===== config.mk =====
export PLATFORM = sky130hd
export DESIGN_NAME = huffman_xmem_loader
export DESIGN_NICKNAME = d
export VERILOG_FILES = /design/src/rtl/huffman_pkg.sv /design/src/rtl/huffman_symbol_decoder.sv /design/src/rtl/huffman_xmem_loader.sv
export SDC_FILE = /design/constraint.sdc
export NUM_CORES = 1
export LEC_CHECK = 0
export ABC_AREA = 0
export CAP_MARGIN = 30
export CORE_ASPECT_RATIO = 2
export CORE_UTILIZATION = 55
export CTS_CLUSTER_DIAMETER = 100
export CTS_CLUSTER_SIZE = 20
export DETAILED_ROUTE_END_ITERATION = 10
export PLACE_DENSITY = 0.79
export SETUP_SLACK_MARGIN = 0.1
export SYNTH_ARGS = -nofsm -noshare
export SYNTH_HDL_FRONTEND = slang
export SYNTH_SLANG_ARGS = --single-unit

===== constraint.sdc =====
create_clock -name clk -period 4 [get_ports clk]
set_clock_uncertainty 0.05 [all_clocks]
set_input_delay 0.8 -clock clk [delete_from_list [all_inputs] [get_ports clk]]
set_output_delay 0.8 -clock clk [all_outputs]
set_load 0.02 [all_outputs]

===== src/rtl/huffman_pkg.sv =====
// huffman_pkg: shared FSM states and code constants for the Huffman xmem loader
package huffman_pkg;
    typedef logic [1:0] state_t;
    localparam state_t ST_IDLE    = 2'd0;
    localparam state_t ST_PREFIX  = 2'd1;
    localparam state_t ST_LITERAL = 2'd2;
    localparam state_t ST_WRITE   = 2'd3;
    localparam int SYM_ZERO = 0;
    localparam int SYM_ONE  = 1;
    localparam int ESC_LEN  = 3;
endpackage


===== src/rtl/huffman_symbol_decoder.sv =====
// huffman_symbol_decoder: serial prefix/literal decoder emitting one-cycle sym_valid/sym pulses
// Ports: clk/reset; active enables bit acceptance; in_literal selects literal shifting;
//        bit_in/bit_valid/bit_ready form the bit handshake; escape pulses on a '111' prefix.
module huffman_symbol_decoder
    import huffman_pkg::*;
#(
    parameter int bw = 8
) (
    input  logic          clk,
    input  logic          reset,
    input  logic          active,
    input  logic          in_literal,
    input  logic          bit_in,
    input  logic          bit_valid,
    output logic          bit_ready,
    output logic          sym_valid,
    output logic          escape,
    output logic [bw-1:0] sym
);
    localparam int CW = bw > 1 ? $clog2(bw) : 1;
    logic [1:0]    depth_q, depth_d;
    logic [CW-1:0] cnt_q, cnt_d;
    logic [bw-1:0] lit_q, lit_d, shifted;
    logic          take;
    assign bit_ready = active;
    always_comb begin
        take      = bit_valid & active;
        shifted   = {lit_q[bw-2:0], bit_in};
        sym_valid = take & (in_literal ? cnt_q == CW'(bw - 1) : ~bit_in);
        escape    = take & ~in_literal & bit_in & (depth_q == 2'(ESC_LEN - 1));
        sym       = in_literal ? shifted : depth_q == 2'd0 ? bw'(SYM_ZERO) : depth_q == 2'd1 ? bw'(SYM_ONE) : '1;
        depth_d   = (~take | in_literal) ? depth_q : (~bit_in | escape) ? 2'd0 : depth_q + 2'd1;
        cnt_d     = (take & in_literal) ? (sym_valid ? '0 : cnt_q + CW'(1)) : cnt_q;
        lit_d     = (take & in_literal) ? shifted : lit_q;
    end
    always_ff @(posedge clk) begin
        if (reset) begin
            depth_q <= '0;
            cnt_q   <= '0;
            lit_q   <= '0;
        end else begin
            depth_q <= depth_d;
            cnt_q   <= cnt_d;
            lit_q   <= lit_d;
        end
    end
endmodule


===== src/rtl/huffman_xmem_loader.sv =====
// huffman_xmem_loader: decodes a serial Huffman stream, packs col symbols per word, writes them to xmem
// Ports: start/base_addr/num_words launch a job; bit_in/bit_valid/bit_ready carry code bits;
//        mem_ready grants xmem; mem_cen/mem_wen/mem_addr/mem_d drive the SRAM; busy/done report status.
// Optional: HUFF_STATS_EN adds sym_count and literal_count.
module huffman_xmem_loader
    import huffman_pkg::*;
#(
    parameter int col     = 8,
    parameter int bw      = 8,
    parameter int addr_bw = 11,
    parameter int cnt_bw  = 12
) (
    input  logic                clk,
    input  logic                reset,
    input  logic                start,
    input  logic [addr_bw-1:0]  base_addr,
    input  logic [cnt_bw-1:0]   num_words,
    input  logic                bit_in,
    input  logic                bit_valid,
    output logic                bit_ready,
    input  logic                mem_ready,
    output logic                mem_cen,
    output logic                mem_wen,
    output logic [addr_bw-1:0]  mem_addr,
    output logic [col*bw-1:0]   mem_d,
    output logic                busy,
    output logic                done
`ifdef HUFF_STATS_EN
    ,
    output logic [cnt_bw-1:0]   sym_count,
    output logic [cnt_bw-1:0]   literal_count
`endif
);
    localparam int LW = col > 1 ? $clog2(col) : 1;
    localparam int SW = addr_bw > cnt_bw ? addr_bw : cnt_bw;
    state_t              state_q, state_d;
    logic [addr_bw-1:0]  base_q, base_d, addr_q, addr_d;
    logic [cnt_bw-1:0]   num_q, num_d, idx_q, idx_d;
    logic [LW-1:0]       lane_q, lane_d;
    logic [col*bw-1:0]   word_q, word_d, data_q, data_d, packed_w;
    logic                done_q, done_d;
    logic [SW-1:0]       addr_sum;
    logic [bw-1:0]       sym;
    logic                sym_valid, escape, decoding, pending, last_lane, last_word;
    assign decoding = state_q == ST_PREFIX || state_q == ST_LITERAL;
    assign pending  = state_q == ST_WRITE;
    huffman_symbol_decoder #(.bw(bw)) u_dec (
        .clk        (clk),
        .reset      (reset),
        .active     (decoding),
        .in_literal (state_q == ST_LITERAL),
        .bit_in     (bit_in),
        .bit_valid  (bit_valid),
        .bit_ready  (bit_ready),
        .sym_valid  (sym_valid),
        .escape     (escape),
        .sym        (sym)
    );
    always_comb begin
        last_lane = lane_q == LW'(col - 1);
        last_word = idx_q + cnt_bw'(1) == num_q;
        packed_w  = word_q;
        packed_w[lane_q*bw +: bw] = sym;
        addr_sum  = SW'(base_q) + SW'(idx_q);
        state_d   = state_q;
        base_d    = base_q;
        num_d     = num_q;
        idx_d     = idx_q;
        lane_d    = lane_q;
        word_d    = word_q;
        data_d    = data_q;
        addr_d    = addr_q;
        done_d    = 1'b0;
        if (state_q == ST_IDLE && start) begin
            base_d  = base_addr;
            num_d   = num_words;
            idx_d   = '0;
            lane_d  = '0;
            done_d  = num_words == '0;
            state_d = num_words == '0 ? ST_IDLE : ST_PREFIX;
        end
        if (decoding) begin
            state_d = (sym_valid & last_lane) ? ST_WRITE : escape ? ST_LITERAL : sym_valid ? ST_PREFIX : state_q;
            word_d  = sym_valid ? packed_w : word_q;
            lane_d  = sym_valid ? (last_lane ? '0 : lane_q + LW'(1)) : lane_q;
            data_d  = (sym_valid & last_lane) ? packed_w : data_q;
            addr_d  = (sym_valid & last_lane) ? addr_sum[addr_bw-1:0] : addr_q;
        end
        if (pending & mem_ready) begin
            idx_d   = idx_q + cnt_bw'(1);
            done_d  = last_word;
            state_d = last_word ? ST_IDLE : ST_PREFIX;
        end
    end
    always_ff @(posedge clk) begin
        if (reset) begin
            state_q <= ST_IDLE;
            base_q  <= '0;
            num_q   <= '0;
            idx_q   <= '0;
            lane_q  <= '0;
            word_q  <= '0;
            data_q  <= '0;
            addr_q  <= '0;
            done_q  <= 1'b0;
        end else begin
            state_q <= state_d;
            base_q  <= base_d;
            num_q   <= num_d;
            idx_q   <= idx_d;
            lane_q  <= lane_d;
            word_q  <= word_d;
            data_q  <= data_d;
            addr_q  <= addr_d;
            done_q  <= done_d;
        end
    end
    assign mem_cen  = ~(pending & mem_ready);
    assign mem_wen  = ~(pending & mem_ready);
    assign mem_addr = addr_q;
    assign mem_d    = data_q;
    assign busy     = state_q != ST_IDLE;
    assign done     = done_q;
`ifdef HUFF_STATS_EN
    logic [cnt_bw-1:0] sym_cnt_q, sym_cnt_d, lit_cnt_q, lit_cnt_d;
    always_comb begin
        sym_cnt_d = (state_q == ST_IDLE && start) ? '0 : (sym_valid & ~&sym_cnt_q) ? sym_cnt_q + cnt_bw'(1) : sym_cnt_q;
        lit_cnt_d = (state_q == ST_IDLE && start) ? '0 : (escape & ~&lit_cnt_q) ? lit_cnt_q + cnt_bw'(1) : lit_cnt_q;
    end
    always_ff @(posedge clk) begin
        if (reset) begin
            sym_cnt_q <= '0;
            lit_cnt_q <= '0;
        end else begin
            sym_cnt_q <= sym_cnt_d;
            lit_cnt_q <= lit_cnt_d;
        end
    end
    assign sym_count     = sym_cnt_q;
    assign literal_count = lit_cnt_q;
`endif
endmodule

=== Word level (Yosys, flattened, before mapping) ===
Index checks and enable logic that the tools add are counted.

* Register bits: 192
* Bits of input ports: 29
* Output and inout port bits: 80
* Word-level logic and storage cells: 80

* $add $sub $neg: 6
* Equality and inequality tests: 10
* Shift operators: 2
* Mux-type cells: 23
* Bitwise logic cells: 14
* Reductions and logical operators: 13

{| class="wikitable"
|+ Operators by type and width
! operator !! count
|-
| 64-bit bitwise mux || 1
|-
| 8-bit by 34-bit variable shift with 64-bit output (first input constant) || 1
|-
| 8-bit by 34-bit variable part select with 64-bit output || 1
|-
| 6-bit negator with 34-bit output || 1
|-
| 12-bit two-way mux || 2
|-
| 8-bit two-way mux || 3
|-
| 3-bit two-way mux || 5
|-
| 2-bit two-way mux || 7
|-
| 12-bit by 1-bit adder with 12-bit output (second input constant) || 1
|-
| 12-bit == test || 1
|-
| 12-bit zero test || 1
|-
| 11-bit adder || 1
|-
| 1-bit bitwise AND || 8
|-
| 2-bit AND reduction || 4
|-
| 3-bit by 1-bit adder with 3-bit output (second input constant) || 2
|-
| 2-bit == test (second input constant) || 3
|-
| 3-bit == test (second input constant) || 2
|-
| 2-bit nonzero test || 3
|-
| 1-bit two-way mux || 5
|-
| 5-bit != test (second input constant) || 1
|-
| 2-bit by 1-bit == test with 1-bit output (second input constant) || 2
|-
| 2-bit zero test || 2
|-
| 1-bit inverter || 4
|-
| 3-bit nonzero test || 1
|-
| 5 further kinds || 6
|}

=== Logic depth before layout (Yosys ltp) ===
Gate-level depths: netlist of run 1.

* Word-level depth: 10
* Gate-level depth with buffers: 12
* Depth with buffers taken out: 9

=== Modules after synthesis ===
Synthesis of run 1 repeated with hierarchy kept, for this count alone.

* Cells, all modules: 1077
* Area, all modules: 8924.8 um2

{| class="wikitable"
|+ Modules (own cells, without submodules)
! module !! times used !! cells each !! area an instance (um2) !! seq. area each (um2)
|-
| huffman_xmem_loader || 1 || 1001 || 8219.1 || 3603.5
|-
| huffman_symbol_decoder || 1 || 76 || 705.7 || 240.2
|}

=== Worst setup path after synthesis of run 1 ===
OpenSTA, ideal clock, no wires.

* Path kind: input port to output port
* Start: input mem_ready
* End: output mem_wen
* Data arrival time: 1726 ps
* Data required time: 3150 ps
* Setup slack: 1424 ps
* Cell stages on the path: 4
* Path buffers: 2
* Cell sequence: and2_1 > clkinv_1 > clkbuf_1 > buf_4

* Word-level cells in the longest chain between the ends: 2

{| class="wikitable"
|+ Ends and longest elaborated chain
! item !! RTL line !! text
|-
| start, declared || huffman_xmem_loader.sv:21 || <nowiki>input logic mem_ready,</nowiki>
|-
| 1-bit bitwise AND || - ||
|-
| 1-bit inverter || - ||
|-
| end, declared || huffman_xmem_loader.sv:23 || <nowiki>output logic mem_wen,</nowiki>
|}

Every way passes these cells.

=== Final worst setup path of run 1 ===
* Start: register lane_q[0]
* End: register word_q[59]

* Word-level cells in the longest chain between the ends: 3

{| class="wikitable"
|+ Ends and longest elaborated chain
! item !! RTL line !! text
|-
| start, declared || huffman_xmem_loader.sv:39 || <nowiki>logic [LW-1:0] lane_q, lane_d;</nowiki>
|-
| start signal, assigned || huffman_xmem_loader.sv:111 || <nowiki>lane_q <= lane_d;</nowiki>
|-
| 6-bit negator with 34-bit output * || huffman_xmem_loader.sv:63 || <nowiki>packed_w[lane_q*bw +: bw] = sym;</nowiki>
|-
| 8-bit by 34-bit variable part select with 64-bit output or 8-bit by 34-bit variable shift with 64-bit output (tied branches) || huffman_xmem_loader.sv:63 ||
|-
| 64-bit bitwise mux * || huffman_xmem_loader.sv:63 ||
|-
| end signal, assigned || huffman_xmem_loader.sv:112 || <nowiki>word_q <= word_d;</nowiki>
|-
| end, declared || huffman_xmem_loader.sv:40 || <nowiki>logic [col*bw-1:0] word_q, word_d, data_q, data_d, packed_w;</nowiki>
|}

Mark *: on every way between the ends. The rest lies on a longest branch, timed or not.
A chain may end at the register's enable or synchronous reset.

==> reports/results.txt, run 1 <==
Drt drc -> 0
Die Area -> 0.0171 sq mm
Worst Hold Path EP -> word_q[46]$_SDFFE_PP0P_
Achievable clock frequency -> 326 MHz
Hold slack final -> 0.402 ns
Final setup margin -> 0.932 ns
Min Tclk post-route -> 3.07 ns
Num rows -> 66
Core area -> 0.0162 sq mm
Post-CTS Hold Fix Bufs -> 0
Top FF cell, synth -> dfxtp_1
DIE WIDTH -> 92.9 um
Power Density -> 374 mW/mm^2
H-tree depth -> 4
Routed Antenna Nets -> 0
Worst Min Path Start -> word_q[46]$_SDFFE_PP0P_
Fraction of layout cells with a size suffix above 1 -> 0.0846
Total number of vias -> 7711
CP top delay family -> simple AND/OR/NAND/NOR gates
Post-CTS setup buffer count -> 0
Worst Hold Class -> reg -> reg
EDFF count, synth -> 0
Final Max Tran Viols -> 0
Crit path from -> lane_q[0]$_SDFFE_PP0P_
CP endpoint kind -> register
Clock sinks -> 192
Total gr overflow -> 0
R2R Setup Slk -> 0.93 ns
Routed vias/inst -> 5.66
CTS tree -> yes
CP Max Fanout -> 16
Clk_lat worst skew -> 0.43 ns
Die Span Y -> 184 um
WL/cell -> 16.3 um
#FFs+latches synth -> 192
Tcrit/Tclk final -> 0.767
GRT Total Usage -> 0.268
Dpl hpwl -> 15900 um
I/O pin total -> 109
R2R cell count -> 9
Setup TNS -> 0 ns
R2r startpoint -> lane_q[0]$_SDFFE_PP0P_
Setup-failing EPs final -> 0
# port buffers -> 108
Async set-or-reset flop fraction in the synthesized netlist -> 0
Slowest stage delay, CP -> 0.67 ns
Leak Pwr -> 3.66 nW
Worst Hold Path Cells -> 2
Status -> finished clean
Cell mode on critical path -> ha_1
Post-CTS sizing -> 0
Max cap viols -> 0
Vias in the first global route -> 7345
Syn avg cell area -> 8.47 sq um
Clock buffer count from CTS -> 17
Critical Path AT -> 3.37 ns
WP data required -> 4.31 ns
Final hold vios -> 0
Initial Util -> 0.562
Worst vdd ir -> 0.286 mV
Relative slew margins -> 0.382
Critical path class -> reg -> reg
Global-route wire length before repair -> 35900 um
Synthesized Nets -> 1127
Pwr Total -> 4.07 mW
Crit path cell chain -> inv_2, ha_1, ha_1, nand2b_1, nor3_1, buf_4, and2_1, nand2_1, a21oi_1
Antenna violations before repair -> 0
Mapped cell area -> 0.00909 sq mm
Register area share after synthesis -> 0.423
Slowest stage cell, crit path -> dfxtp_1
N_diodes -> 0
Drt first pass iters -> 5
R2R Path End -> word_q[59]$_SDFFE_PP0P_
Area Overhead vs Synth -> 19.9%
CTS Buffer Depth -> 2
First DRT Iteration DRCs -> 365
Layout net count -> 1198
Worst-margin pin slew -> 0.918 ns
Largest net degree at the start of global routing -> 89
Bufs and invs on worst path -> 2
Clk pin slew, worst setup/hold paths -> 0.07 ns
Crit start category -> register
Synth warn -> 0
Synth cell types -> 63
Mapped Cells -> 1074
GP Congestion -> 0.931
Post-place setup slack -> 0.706 ns
Routed WL -> 22100 um
RSZ-0062 raised after global routing -> false
CTS root buf -> clkbuf_16
# fillers -> 1349
==> metrics by stage <==
step / std cells / cell area [sq um] / utilization
after detailed placement: 1330 / 10300 / 0.634
after global routing: 1362 / 10900 / 0.673
after floorplan: 1074 / 9090 / -
final: 1362 / 10900 / 0.673
after global placement: 1329 / 10200 / 0.632
after CTS: 1362 / 10900 / 0.673
==> registers in the layout, indices dropped and copies added (netlist names), 7 cells and up <==
signal / cells
mem_d: 64
word_q: 64
idx_q: 12
num_q: 12
base_q: 11
mem_addr: 11
u_dec.lit_q: 7
==> worst reg2reg max path: stages, from the launching register on <==
cell	delay [ns]
dfxtp_1	0.67
inv_2	0.13
ha_1	0.23
ha_1	0.36
nand2b_1	0.38
nor3_1	0.37
buf_4	0.24
and2_1	0.33
nand2_1	0.11
a21oi_1	0.14
==> power by group <==
| part | switching (mW) | total (mW) | leakage, nW | internal (mW) |
|---|---|---|---|---|
| clock | 0.744 | 1.83 | 0.307 | 1.08 |
| sequential | 0.0234 | 1.96 | 1.55 | 1.94 |
| combinational | 0.179 | 0.281 | 1.81 | 0.101 |
| total | 0.947 | 4.07 | 3.66 | 3.13 |
==> per-layer routing <==
metal / track usage / vias to the layer above / share of wire
li1: - / 3883 / -
met1: 0.277 / 3598 / 0.38
met2: 0.511 / 181 / 0.56
met3: 0.0364 / 49 / 0.026
met4: 0.132 / 0 / 0.038
met5: 0 / - / 0
==> cell usage after synthesis, drive strengths merged (15+ instances only) <==
cell type | n | share of area
buf | 36 | 0.023
nor3 | 38 | 0.023
dfxtp | 192 | 0.42
nor2 | 140 | 0.073
nand2 | 185 | 0.077
a211oi | 72 | 0.069
o21ai | 36 | 0.020
mux2i | 65 | 0.072
a21oi | 109 | 0.060
inv | 17 | 0.0070
nor4 | 15 | 0.012
ha | 23 | 0.032
clkbuf | 39 | 0.016
==> cell families after synthesis <==
group	Yosys count	synth area share
simple gates	433	0.226
compound gates	247	0.181
flops	192	0.423
buf+inv	93	0.0465
mux	65	0.0716
fa+ha+maj	24	0.0339
xor+xnor	20	0.0193
==> final cells by class <==
cell class,instances,area [sq um],share of cell area
Sequential cell,192,3840,0.353
Clock buffer,20,457,0.0419
Timing Repair Buffer,127,1270,0.117
Multi-Input combinational cell,789,4830,0.443
Clock inverter,12,180,0.0165
Inverter,18,67.6,0.00620
Tap cell,204,255,0.0234
==> worst max-delay path by stage <==
| stage | endpoint | slack [ns] | cells after the start |
|---|---|---|---|
| detailed placement | mem_d[46]$_SDFFE_PP0P_ | 0.71 | 7 |
| finish | word_q[59]$_SDFFE_PP0P_ | 0.93 | 9 |
| global route | word_q[6]$_SDFFE_PP0P_ | 0.75 | 8 |
| floorplan | mem_wen | 1.42 | 4 |
| CTS | mem_wen | 0.94 | 5 |
| global placement | mem_d[45]$_SDFFE_PP0P_ | 0.83 | 7 |
==> cell usage in the layout (no fill, tap or decap), types with 8 or more instances in the layout <==
master           Yosys  layout
dfxtp_1            192     192
a211oi_2            18      18
buf_4                9      16
clkbuf_16            0      17
a211oi_1            54      54
xnor2_1              9       9
nor3_1              35      35
clkdlybuf4s50_1      0     107
o21ai_0             34      34
nand2_1            184     184
mux2i_1             65      65
nand3_1              8       8
ha_1                23      23
nor4_1              13      13
a21oi_1            108     108
xor2_1              11      11
nand4_1              8       8
inv_1               16      16
nor2_1             128     128
No activity file was read; power rests on OpenSTA's default activity.
==> inputs of run 2 (changes only) <==
Clock period 4 ns to 3.1 ns, I/O delays scaled along.
==> run 2 against run 1 <==
Via count is 1.3% higher. Worst setup slack worse by 0.51 ns. Global-route usage is 0.12 points higher. Total power grew 34%. Maximum frequency grew 14%. Worst hold slack improved by 0.0023 ns. Routed wire length is 0.51% higher.
==> reports/results.txt, run 2 (synthesized netlist as in run 1, its figures left out) <==
# fillers -> 1346
Clock sinks -> 192
Num rows -> 66
Worst Hold Path EP -> word_q[61]$_SDFFE_PP0P_
Area of the multi-input gates -> 0.00483 sq mm
# port buffers -> 108
CP Max Fanout -> 16
Routed Antenna Nets -> 0
Vias in the first global route -> 7562
Clk_lat worst skew -> 0.43 ns
R2r startpoint -> lane_q[1]$_SDFFE_PP0P_
Commonest non-fill, non-tap cell in the layout -> dfxtp_1
N_diodes -> 0
Post-CTS Hold Fix Bufs -> 0
Worst Hold Class -> reg -> reg
Post-CTS setup buffer count -> 0
R2R Path End -> word_q[2]$_SDFFE_PP0P_
Slowest stage delay, CP -> 0.53 ns
Setup-failing EPs final -> 0
Worst Min Path Start -> word_q[61]$_SDFFE_PP0P_
GP Congestion -> 0.942
CTS Buffer Depth -> 2
R2R Setup Slk -> 0.42 ns
Final hold vios -> 0
Cell mode on critical path -> ha_1
Routed WL -> 22200 um
WL/cell -> 16.2 um
Largest net degree at the start of global routing -> 82
CP top delay family -> simple AND/OR/NAND/NOR gates
DIE WIDTH -> 92.9 um
WP data required -> 3.38 ns
Global-route wire length before repair -> 36000 um
H-tree depth -> 4
Critical path class -> reg -> reg
Area Overhead vs Synth -> 21.3%
RSZ-0062 raised after global routing -> false
Achievable clock frequency -> 373 MHz
Total gr overflow -> 0
Core area -> 0.0162 sq mm
Post-CTS sizing -> 0
Crit start category -> register
Drt first pass iters -> 4
Worst vdd ir -> 0.375 mV
CTS root buf -> clkbuf_16
Relative slew margins -> 0.459
Clk pin slew, worst setup/hold paths -> 0.07 ns
Layout net count -> 1209
Initial Util -> 0.562
Worst Hold Path Cells -> 2
CTS tree -> yes
Pwr Total -> 5.46 mW
Clock buffer count from CTS -> 17
Drt drc -> 0
Tcrit/Tclk final -> 0.865
Register Area -> 0.00384 sq mm
Worst-margin pin slew -> 0.804 ns
Routed vias/inst -> 5.70
Die Area -> 0.0171 sq mm
I/O pin total -> 109
First DRT Iteration DRCs -> 421
Crit path cell chain -> inv_1, ha_1, ha_1, nor2_1, nand4_1, nor3_1, a21oi_1, a211oi_1
Most frequent cells in the layout -> dfxtp_1, nand2_1, nor2_1
Total number of vias -> 7811
Max cap viols -> 0
Slowest stage cell, crit path -> nand4_1
Antenna violations before repair -> 0
Bufs and invs on worst path -> 1
Dpl hpwl -> 15900 um
Final Max Tran Viols -> 0
R2R cell count -> 8
Die Span Y -> 184 um
Setup TNS -> 0 ns
Leak Pwr -> 3.74 nW
GRT Total Usage -> 0.269
Min Tclk post-route -> 2.68 ns
Fraction of layout cells with a size suffix above 1 -> 0.0917
Critical Path AT -> 2.96 ns
CP endpoint kind -> register
Status -> finished clean
Power Density -> 495 mW/mm^2
[run 2: per-layer routing]
layer | track usage | share of wire | wire (um)
met1 | 0.264 | 0.36 | 8050
met2 | 0.522 | 0.57 | 12600
met3 | 0.0405 | 0.027 | 602
met4 | 0.142 | 0.045 | 1010
met5 | 0 | 0 | 0
[run 2: through the flow]
stage / cell area, sq um / instances / hold slack, ns / worst slack (ns) / utilization
global route: 11000 / 1371 / 0.416 / 0.192 / 0.681
detailed placement: 10300 / 1341 / 0.396 / 0.292 / 0.639
floorplan: 9090 / 1074 / 0.382 / 0.810 / -
finish: 11000 / 1371 / 0.405 / 0.419 / 0.681
CTS: 11000 / 1371 / 0.404 / 0.418 / 0.681
global placement: 10300 / 1341 / 0.388 / 0.400 / 0.639
[run 2: worst max path at each step]
stage / startpoint / to / slack (ns) / cells after the start
3_5_place_dp: bit_in / mem_d[40]$_SDFFE_PP0P_ / 0.29 / 7
6_report: lane_q[1]$_SDFFE_PP0P_ / word_q[2]$_SDFFE_PP0P_ / 0.42 / 8
2_1_floorplan: lane_q[0]$_SDFFE_PP0P_ / word_q[56]$_SDFFE_PP0P_ / 0.81 / 12
5_1_grt: lane_q[1]$_SDFFE_PP0P_ / word_q[2]$_SDFFE_PP0P_ / 0.19 / 8
3_3_place_gp: bit_in / mem_d[54]$_SDFFE_PP0P_ / 0.40 / 7
4_1_cts: lane_q[1]$_SDFFE_PP0P_ / word_q[2]$_SDFFE_PP0P_ / 0.42 / 8
[run 2: worst register-to-register path, cell delays in order (launching register included)]
cell and delay (ns):
dfxtp_1 0.39, inv_1 0.07, ha_1 0.18, ha_1 0.35, nor2_1 0.13, nand4_1 0.53
nor3_1 0.43, a21oi_1 0.14, a211oi_1 0.31
[run 2: power breakdown]
part | switching [mW] | internal, mW
registers | 0.0269 | 2.50
clock network | 0.929 | 1.63
logic | 0.233 | 0.135
[run 2: area by class of cell]
| class | count | share of cell area |
|---|---|---|
| Tap cell | 204 | 0.0232 |
| Clock buffer | 20 | 0.0414 |
| Timing Repair Buffer | 138 | 0.122 |
| Clock inverter | 10 | 0.0210 |
| Sequential cell | 192 | 0.349 |
| Inverter | 18 | 0.00613 |
| Multi-Input combinational cell | 789 | 0.438 |
==> inputs of run 3 (changes only) <==
==> constraint.sdc (replaced) <==
create_clock -name clk -period 3.1 [get_ports clk]
set_clock_uncertainty 0.05 [all_clocks]
set_input_delay 0.31 -clock clk [delete_from_list [all_inputs] [get_ports clk]]
set_output_delay 0.31 -clock clk [all_outputs]
set_load 0.02 [all_outputs]
==> run 3 against run 2 <==
Critical path depth unchanged. Critical path type unchanged. Largest cell class unchanged. Routed wire length down 0.76%. Final cell count down 0.29%.
==> reports/results.txt, run 3 (synthesized netlist as in run 1, its figures left out) <==
Status -> finished clean
CTS root buf -> clkbuf_16
Routed WL -> 22100 um
Sw Pwr -> 1.22 mW
Min Tclk post-route -> 2.81 ns
Core area -> 0.0162 sq mm
GRT Total Usage -> 0.270
H-tree depth -> 4
Post-CTS setup buffer count -> 0
Total number of vias -> 7807
I/O pin total -> 109
Final hold vios -> 0
Routed Antenna Nets -> 0
WL/cell -> 16.1 um
WP data required -> 3.39 ns
Leak Pwr -> 3.66 nW
Post-CTS Hold Fix Bufs -> 0
CTS Buffer Depth -> 2
Most frequent cells in the layout -> dfxtp_1, nand2_1, nor2_1
Int Pwr -> 3.79 mW
Reg power frac -> 0.504
Clock sinks -> 192
CP endpoint kind -> register
Clk_lat worst skew -> 0.44 ns
Relative slew margins -> 0.468
Fraction of layout cells with a size suffix above 1 -> 0.0877
Switching share of total power -> 0.244
GP Congestion -> 0.980
Antenna violations before repair -> 0
Die Area -> 0.0171 sq mm
Critical Path AT -> 3.10 ns
Crit start category -> register
Clock buffer count from CTS -> 17
CP Max Fanout -> 16
Clk pin slew, worst setup/hold paths -> 0.07 ns
CTS tree -> yes
Total gr overflow -> 0
DIE WIDTH -> 92.9 um
Post-CTS sizing -> 0
Post-Layout Cell Count -> 1367
Achievable clock frequency -> 356 MHz
Area of the multi-input gates -> 0.00483 sq mm
Area Overhead vs Synth -> 19.6%
Power Density -> 462 mW/mm^2
Critical path class -> reg -> reg
Comb power frac -> 0.073
Initial Util -> 0.562
Setup TNS -> 0 ns
Largest net degree at the start of global routing -> 87
Die Span Y -> 184 um
Drt drc -> 0
Dpl hpwl -> 15900 um
Num rows -> 66
Drt first pass iters -> 5
Worst-margin pin slew -> 0.796 ns
Placed Cells -> 1335
Worst vdd ir -> 0.388 mV
Register Area -> 0.00384 sq mm
Global-route wire length before repair -> 36200 um
Layout net count -> 1203
Worst Hold Class -> in -> reg
N_diodes -> 0
# port buffers -> 108
# fillers -> 1382
Tcrit/Tclk final -> 0.907
Clock share of power -> 0.423
Vias in the first global route -> 7537
Max cap viols -> 0
RSZ-0062 raised after global routing -> false
Setup-failing EPs final -> 0
Commonest non-fill, non-tap cell in the layout -> dfxtp_1
Final Max Tran Viols -> 0
Routed vias/inst -> 5.71
First DRT Iteration DRCs -> 315
-- run 3: changes by cell type in the layout (fill, tap and decap cells not counted) --
cell,change
inv_6,+1
clkinv_4,+4
clkinvlp_4,+1
buf_4,-7
bufinv_16,-6
buf_12,+1
clkbuf_1,+1
clkinv_2,+1
-- run 3: power by group through the flow --
stage	combinational, mW	sequential, mW	clock [mW]
global placement	0.361	2.58	0
global route	0.409	2.53	2.24
floorplan	0.246	2.58	0
detailed placement	0.367	2.58	0
finish	0.368	2.53	2.12
CTS	0.369	2.53	2.14
-- run 3: metrics by stage --
stage	worst slack, ns	util	power (mW)	cell area [sq um]	hold WS [ns]
detailed placement	0.354	0.637	2.95	10300	0.394
CTS	0.328	0.672	5.04	10900	0.287
global placement	0.424	0.637	2.94	10300	0.389
global route	0.147	0.672	5.19	10900	0.319
floorplan	0.810	-	2.82	9090	0.382
finish	0.289	0.672	5.02	10900	0.291
-- run 3: path summary, 6_finish.rpt --
path | from | end | slack, ns | depth (start not counted)
hold reg to reg | u_dec.lit_q[6]$_SDFFE_PP0P_ | u_dec.lit_q[6]$_SDFFE_PP0P_ | 0.40 | 2
setup reg to reg | lane_q[1]$_SDFFE_PP0P_ | word_q[0]$_SDFFE_PP0P_ | 0.29 | 8
hold / removal | reset | base_q[1]$_SDFFE_PP0P_ | 0.29 | 2
setup / recovery | lane_q[1]$_SDFFE_PP0P_ | word_q[0]$_SDFFE_PP0P_ | 0.29 | 8
-- run 3: final cells by class --
| type | count | area share |
|---|---|---|
| clock inverter | 11 | 0.00990 |
| timing repair buffer | 132 | 0.121 |
| clock buffer | 21 | 0.0423 |
| inverter | 18 | 0.00621 |
| tap | 204 | 0.0235 |
| sequential | 192 | 0.354 |
| multi-input combinational | 789 | 0.444 |
-- run 3: layer usage --
layer	GRT usage	up-vias	routed length (um)	share of wire
li1	-	3879	-	-
met2	0.500	219	12100	0.55
met4	0.154	0	1200	0.054
met5	0	-	0	0
met3	0.0409	59	701	0.032
met1	0.283	3650	8070	0.37
-- run 3: critical path, cell delays in order, from the launching register on --
cell	delay, ns
dfxtp_1	0.38
inv_1	0.06
ha_1	0.18
ha_1	0.36
nor2_1	0.13
nand4_1	0.57
nor3_1	0.54
a21oi_1	0.16
a211oi_1	0.28
